[src/rtl/stream_mux_rr.sv]
// N-to-1 packet stream merge: round-robin arbitration, locked to the winning
// channel until its last beat, with a one-entry output register tagged by source.
module stream_mux_rr #(
   parameter int INPUTS     = 8,
   parameter int SEL_BITS   = $clog2(INPUTS),
   parameter int DATA_WIDTH = 8
) (
   input  logic                  clk,
   input  logic                  rst_n,
   input  logic [DATA_WIDTH-1:0] in_data [INPUTS],
   input  logic [INPUTS-1:0]     in_valid,
   input  logic [INPUTS-1:0]     in_last,
   output logic [INPUTS-1:0]     in_ready,
   output logic [DATA_WIDTH-1:0] out_data,
   output logic                  out_valid,
   output logic                  out_last,
   output logic [SEL_BITS-1:0]   out_sel,
   input  logic                  out_ready
);

   typedef enum logic [0:0] {
      ST_IDLE = 1'b0,
      ST_LOCK = 1'b1
   } state_e;

   state_e                state_q, state_d;
   logic [SEL_BITS-1:0]   grant_q, grant_d;
   logic [SEL_BITS-1:0]   ptr_q, ptr_d;
   logic [SEL_BITS-1:0]   pick_s;
   logic [SEL_BITS:0]     idx_s;
   logic                  any_req_s;
   logic                  can_load_s;
   logic                  load_s;
   logic [DATA_WIDTH-1:0] data_q, data_d;
   logic                  valid_q, valid_d;
   logic                  last_q, last_d;
   logic [SEL_BITS-1:0]   sel_q, sel_d;

   // Rotating-priority search from ptr; the extra idx bit lets the wrap happen at INPUTS-1
   always_comb begin
      pick_s    = ptr_q;
      any_req_s = 1'b0;
      idx_s     = '0;
      for (int k = 0; k < INPUTS; k++) begin
         idx_s     = {1'b0, ptr_q} + (SEL_BITS+1)'(k);
         idx_s     = (idx_s >= (SEL_BITS+1)'(INPUTS)) ? idx_s - (SEL_BITS+1)'(INPUTS) : idx_s;
         pick_s    = (!any_req_s && in_valid[idx_s[SEL_BITS-1:0]]) ? idx_s[SEL_BITS-1:0] : pick_s;
         any_req_s = any_req_s | in_valid[idx_s[SEL_BITS-1:0]];
      end
   end

   // Arbitration FSM next state and per-channel ready
   always_comb begin
      state_d    = state_q;
      grant_d    = grant_q;
      ptr_d      = ptr_q;
      in_ready   = '0;
      can_load_s = !valid_q || out_ready;
      load_s     = 1'b0;
      case (state_q)
         ST_IDLE: begin
            if (any_req_s) begin
               grant_d = pick_s;
               state_d = ST_LOCK;
            end else begin
               state_d = ST_IDLE;
            end
         end
         ST_LOCK: begin
            in_ready[grant_q] = can_load_s;
            load_s            = can_load_s && in_valid[grant_q];
            if (load_s && in_last[grant_q]) begin
               state_d = ST_IDLE;
               ptr_d   = (grant_q == SEL_BITS'(INPUTS-1)) ? '0 : grant_q + SEL_BITS'(1);
            end else begin
               state_d = ST_LOCK;
            end
         end
         default: begin
            state_d = ST_IDLE;
         end
      endcase
   end

   // Output register: load wins over drain so back-to-back beats keep valid high
   always_comb begin
      data_d  = data_q;
      last_d  = last_q;
      sel_d   = sel_q;
      valid_d = valid_q;
      if (load_s) begin
         data_d  = in_data[grant_q];
         last_d  = in_last[grant_q];
         sel_d   = grant_q;
         valid_d = 1'b1;
      end else if (valid_q && out_ready) begin
         valid_d = 1'b0;
      end else begin
         valid_d = valid_q;
      end
   end

   // State and output registers
   always_ff @(posedge clk or negedge rst_n) begin
      if (!rst_n) begin
         state_q <= ST_IDLE;
         grant_q <= '0;
         ptr_q   <= '0;
         data_q  <= '0;
         valid_q <= 1'b0;
         last_q  <= 1'b0;
         sel_q   <= '0;
      end else begin
         state_q <= state_d;
         grant_q <= grant_d;
         ptr_q   <= ptr_d;
         data_q  <= data_d;
         valid_q <= valid_d;
         last_q  <= last_d;
         sel_q   <= sel_d;
      end
   end

   assign out_data  = data_q;
   assign out_valid = valid_q;
   assign out_last  = last_q;
   assign out_sel   = sel_q;

endmodule

[config.mk]
export PLATFORM = sky130hd
export DESIGN_NAME = stream_mux_rr
export DESIGN_NICKNAME = d
export VERILOG_FILES = /design/src/rtl/stream_mux_rr.sv
export SDC_FILE = /design/constraint.sdc
export NUM_CORES = 1
export LEC_CHECK = 0
export CORE_AREA = 10 10 88 90
export CTS_CLUSTER_DIAMETER = 30
export CTS_CLUSTER_SIZE = 10
export DETAILED_ROUTE_END_ITERATION = 16
export DIE_AREA = 0 0 98 100
export HOLD_SLACK_MARGIN = 0.15
export PLACE_DENSITY = 0.9
export SYNTH_ARGS = -nofsm -noshare
export SYNTH_HDL_FRONTEND = slang
export SYNTH_SLANG_ARGS = --single-unit
[constraint.sdc]
create_clock -name clk -period 4.01 [get_ports clk]
set_input_delay 1.0025 -clock clk [delete_from_list [all_inputs] [get_ports clk]]
set_output_delay 1.0025 -clock clk [all_outputs]
set_load 0.005 [all_outputs]
Yosys cells after proc, flatten, opt, wreduce, memory -nomap -nowiden

Index checks and enable logic that the tools add are counted.

Bits in registers: 20
Input bits: 83
Word-level logic and storage cells: 125

Add/sub/neg operators: 16
Magnitude comparators: 19
Equal/unequal tests: 1
Mux-type cells: 49
Bitwise operators: 10
Reduce and logical (&&, ||, !) cells: 23

Operators by type and width:

| operator                                                              | count |
|---|---|
| 3-bit two-way mux                                                     | 17 |
| 3-bit by 4-bit < comparator with 1-bit output, second input constant  | 9 |
| 4-bit >= comparator, second input constant                            | 8 |
| 1-bit binary-select mux with 3-bit select                             | 10 |
| 8-bit binary-select mux with 3-bit select                             | 1 |
| 8-bit two-way mux                                                     | 3 |
| 3-bit by 1-bit subtractor with 3-bit output, second input constant    | 8 |
| 3-bit by 3-bit adder with 4-bit output, second input constant         | 4 |
| 1-bit two-way mux                                                     | 16 |
| 1-bit logical AND                                                     | 11 |
| 3-bit by 2-bit adder with 4-bit output, second input constant         | 2 |
| 8-bit AND                                                             | 1 |
| 1-bit zero test                                                       | 8 |
| 1-bit OR                                                              | 7 |
| 3-bit by 1-bit adder with 4-bit output, second input constant         | 1 |
| 3-bit by 4-bit >= comparator with 1-bit output, second input constant | 1 |
| 3-bit inverter with 4-bit output                                      | 1 |
| 2-bit AND reduction                                                   | 2 |
| 3-bit by 1-bit adder with 3-bit output, second input constant         | 1 |
| 1-bit demux with 3-bit select                                         | 1 |
| 3-bit equality test, second input constant                            | 1 |
| 3-bit by 1-bit >= comparator with 1-bit output, second input constant | 1 |
| 1-bit one-hot mux with 2 select lines                                 | 1 |
| 2-bit nonzero test                                                    | 1 |
| other kinds (2)                                                       | 2 |

Logic depth before layout (Yosys ltp)

Word-level depth: 14
Mapped depth: 13

Least setup slack after synthesis

No wires, ideal clock.

Path type: register -> register
Start: register ptr_q[1]
End: register grant_q[0]
Library setup time: 125 ps
Data arrival time: 3,391 ps
Required time: 3,885 ps
Path slack: 495 ps
Stages on the path, launching flop included: 13
Buffers on the path: 3
Path through: dfrtp_1 buf_2 clkbuf_1 inv_1 ha_1 buf_4 mux4_2 mux2i_1 a32oi_2 nor4_2 nand2_1 nand2_1 mux2_2

Longest elaborated chain between the ends: 14
Elaborated cells on any way between the ends: 77

RTL lines:

| item                                                                               | RTL line | source |
|---|---|---|
| start, declared                                                                    | 28       | `logic [SEL_BITS-1:0] ptr_q, ptr_d;` |
| start signal, assigned                                                             | 116      | `ptr_q <= ptr_d;` |
| 3-bit by 1-bit adder with 4-bit output                                             | 45       | `idx_s = {1'b0, ptr_q} + (SEL_BITS+1)'(k);` |
| 4-bit >= comparator or 3-bit by 1-bit subtractor with 3-bit output (tied branches) | 46       | `idx_s = (idx_s >= (SEL_BITS+1)'(INPUTS)) ? idx_s - (SEL_BITS+1)'(INPUTS) : idx_s;` |
| 3-bit two-way mux                                                                  | 46       |  |
| 1-bit binary-select mux with 3-bit select                                          | 47, 48   |  |
| 1-bit two-way mux (implied by the code)                                            | 47, 48   |  |
| 1-bit OR                                                                           | 48       | `any_req_s = any_req_s \| in_valid[idx_s[SEL_BITS-1:0]];` |
| 1-bit zero test or 1-bit OR (tied branches)                                        | 47, 48   |  |
| 1-bit logical AND (tied with other cells)                                          | 47       | `pick_s = (!any_req_s && in_valid[idx_s[SEL_BITS-1:0]]) ? idx_s[SEL_BITS-1:0] : pick_s;` |
| 3-bit two-way mux (tied with other cells) (4 in series)                            | 47       |  |
| 3-bit two-way mux or 1-bit logical AND (tied branches)                             | 47       |  |
| 3-bit two-way mux                                                                  | 47       |  |
| end signal, assigned                                                               | 115      | `grant_q <= grant_d;` |
| end, declared                                                                      | 27       | `logic [SEL_BITS-1:0] grant_q, grant_d;` |

Several ways; a longest one is shown, not always the timed one. The select of a mux whose other input is x is not followed.
A chain may end at the register's enable or synchronous reset.

Final worst setup path

Start: input out_ready
End: output in_ready[0]

Longest elaborated chain between the ends: 3

RTL lines:

| item                       | RTL line | source |
|---|---|---|
| start, declared            | 18       | `input logic out_ready` |
| 1-bit logical OR           | 58       | `can_load_s = !valid_q \|\| out_ready;` |
| 8-bit AND (no source line) | -        |  |
| 8-bit two-way mux          | 60       | `case (state_q)` |
| end, declared              | 13       | `output logic [INPUTS-1:0] in_ready,` |

Every way passes these cells.

==> metrics.md <==
| Metric | Value |
|---|---|
| Boundary Pins | `roughly 100` |
| Final nets | `415` |
| Initial antenna violation count | `0` |
| Area leader, netlist | `mux4_2` |
| Core ar. | `about 6100 um^2` |
| Die width | `approximately 100 um` |
| Crit. End Element | `output port` |
| FF-to-FF End | `grant_q[1]$_DFFE_PN0P_` |
| Syn Inst Count | `about 240` |
| Vias in the first global route | `approximately 2.4k` |
| Bufs on Longest Clock Path | `2` |
| Pre-CTS setup slack | `between 0.2 and 0.3 ns` |
| Max IR drop VDD | `approximately 440 uV` |
| Max FO, Critical Path | `5` |
| CTS tree | `yes` |
| DRT Pass-1 Iters | `4` |
| Critical path arrival | `around 2.7 ns` |
| Post-route setup slack | `roughly 0.27 ns` |
| Hold Fails Final Rpt | `0` |
| Setup Skew | `between 0.006 and 0.007 ns` |
| Final Critical Period | `roughly 3.7 ns` |
| Pin count of the biggest net entering global routing | `23` |
| Initial core utilization | `approximately two fifths` |
| Skew-Pair Late Insertion Delay | `around 0.26 ns` |
| CP endpoint | `in_ready[0]` |
| Gr usage total | `around 16%` |
| Top cell type's share of synthesized area | `between 30% and 40%` |
| CP Class | `input pin to output port` |
| Number of synthesized flops with an enable pin | `0` |
| Count of unique library cells instantiated by Yosys | `approximately 50` |
| CP Launch Type | `input pin` |
| Max-cap violations | `0` |
| Synth top area cells | `mux4_2 (32%), dfrtp_1 (20%), mux2i_1 (7.5%)` |
| Setup Total Neg Slack | `0 ns` |
| Post-route cell area | `~3700 um^2` |
| Most frequent cell after synthesis | `mux4_2` |
| Max-slew headroom | `between 30% and 40%` |
| Fmax | `between 200 and 300 MHz` |
| Status | `finished clean` |
| Worst reg-to-reg path cell count | `9` |
| Post-CTS setup buffers | `0` |
| Yosys synthesis warning count | `0` |
| Layout cell share with drive strength beyond 1 | `20.8%` |
| R2r startpoint | `ptr_q[0]$_DFFE_PN0P_` |
| Asr flop ratio synth | `100%` |
| Dpl hpwl | `just under 7 mm` |
| First-pass GRT wire length | `about 13 mm` |
| WHS | `between 0.5 and 0.6 ns` |
| CP required | `between 3 and 4 ns` |
| Die area | `approximately 10000 um^2` |
| CTS buffer count | `3` |
| Clock sink count | `20` |
| Clock-pin slew on the worst setup and hold paths | `0.07 ns` |
| Worst Hold Class | `flip-flop to flip-flop` |
| Worst Setup SP | `out_ready` |
| Worst reg2reg setup slack | `0.61 ns` |
| Area after DPL | `3620 um^2` |
| Post-synthesis to final-layout area growth | `44.5%` |
| LEAKAGE | `roughly 1.4 nW` |
| Final setup violation count | `0` |
| Antenna Cells | `0` |
| Seq/Total Area, Yosys | `between 10% and 20%` |
| PwrDens | `777 nW/um^2` |
| Synth Area per Inst | `approximately 11 um^2` |
| RSZ-0062 raised after global routing | `no` |
| H-tree depth | `1` |
| # port buffers | `between 100 and 150` |
| Net count after synthesis | `~320` |
| Ys flop type | `dfrtp_1` |
| Period utilization | `93.3%` |
| Site row count | `29` |
| Initial detailed-routing violation count | `106` |
| RePlAce Congestion | `about 0.91` |
| Via-per-instance ratio | `between 5 and 6` |
| Global route total overflow | `0` |
| # hold bufs at CTS | `0` |
| Clock Root Buffer | `clkbuf_8` |
| Post-synth top cells | `mux4_2 (36), nor2_1 (27), a21oi_1 (20), dfrtp_1 (20), mux2i_1 (19)` |
| Number of synthesized register bits | `20` |
| Worst slew pin tran | `0.930 ns` |
| Post-CTS resize count | `0` |
| Slew Limit Fails | `0` |
| Die height | `100 um` |
| Via count | `2333` |
| Fin util | `between 50% and 60%` |
| Routed Wire Length | `8.36 mm` |
| Cell area after synthesis | `roughly 2500 um^2` |
| Avg WL per Cell | `about 21 um` |
| DRC Markers | `0` |
| Routed Antenna Nets | `0` |
per-layer routing:
metal	GRT usage, %	vias to the layer above	part of all wire (%)
li1	-	1107	-
met1	21.4	1108	42
met2	27.4	114	48
met3	3.98	4	9.0
met4	2.68	0	0.62
met5	0	-	0
power by group:
group / switching (mW) / internal, mW
registers: 0.138 / 0.304
clock network: 0.0658 / 0.0874
logic: 1.09 / 1.17
layout make-up:
type	count	area (um^2)
fill	438	2460
timing repair buffer	111	1090
clock buffer	4	55.1
inverter	5	18.8
multi-input combinational	187	1910
sequential	20	500
tap	77	96.3
cells in the final DEF (no fill, tap or decap), drive strengths merged, types with 3 or more instances in the layout:
cell           instances
mux2                  11
mux4                  36
nand2                 15
buf                    8
a221oi                 3
ha                     4
nand2b                 5
nor3                   3
a21oi                 20
dfrtp                 20
inv                    5
nor2                  27
a22oi                  4
xnor2                  3
o21a                   3
clkdlybuf4s50        103
mux2i                 19
nor3b                  3
o21ai                  5
clkbuf                 4
stage by stage:
step	power, mW	std cells
3_3_place_gp	2.62	400
3_5_place_dp	2.69	400
6_report	2.86	404
2_1_floorplan	2.12	235
5_1_grt	3.08	404
4_1_cts	2.86	404
flip-flops by register name (all words and copies together) (netlist names):
register,cells
ptr_q,3
grant_q,3
out_data,8
state_q,1
out_last,1
out_sel,3
out_valid,1
worst max-delay path: stages:
cell             delay [ns]
clkdlybuf4s50_1        0.46
nand2b_1               0.17
nand2_1                0.09
or2_2                  0.34
nor3_1                 0.14
clkdlybuf4s50_1        0.54
logic make-up after synthesis:
family | after synthesis | share of synthesized area [%]
buffers and inverters | 28 | 5.07
multiplexers | 66 | 44.4
XOR/XNOR | 4 | 1.67
adder cells (fa/ha/maj) | 4 | 1.97
flip-flops | 20 | 19.7
AND/OR/NAND/NOR | 63 | 12.0
AO/OA/AOI/OAI | 50 | 15.3
worst min-delay path by stage:
stage / startpoint / end / slack (ns) / cells after the start
after global routing: out_last$_DFFE_PN0P_ / out_last$_DFFE_PN0P_ / 0.52 / 1
final: out_last$_DFFE_PN0P_ / out_last$_DFFE_PN0P_ / 0.50 / 1
after global placement: out_last$_DFFE_PN0P_ / out_last$_DFFE_PN0P_ / 0.46 / 1
after floorplan: out_last$_DFFE_PN0P_ / out_last$_DFFE_PN0P_ / 0.47 / 1
after CTS: out_last$_DFFE_PN0P_ / out_last$_DFFE_PN0P_ / 0.51 / 1
after detailed placement: out_sel[0]$_DFFE_PN0P_ / out_sel[0]$_DFFE_PN0P_ / 0.48 / 1
(Power assumes the default switching activity.)
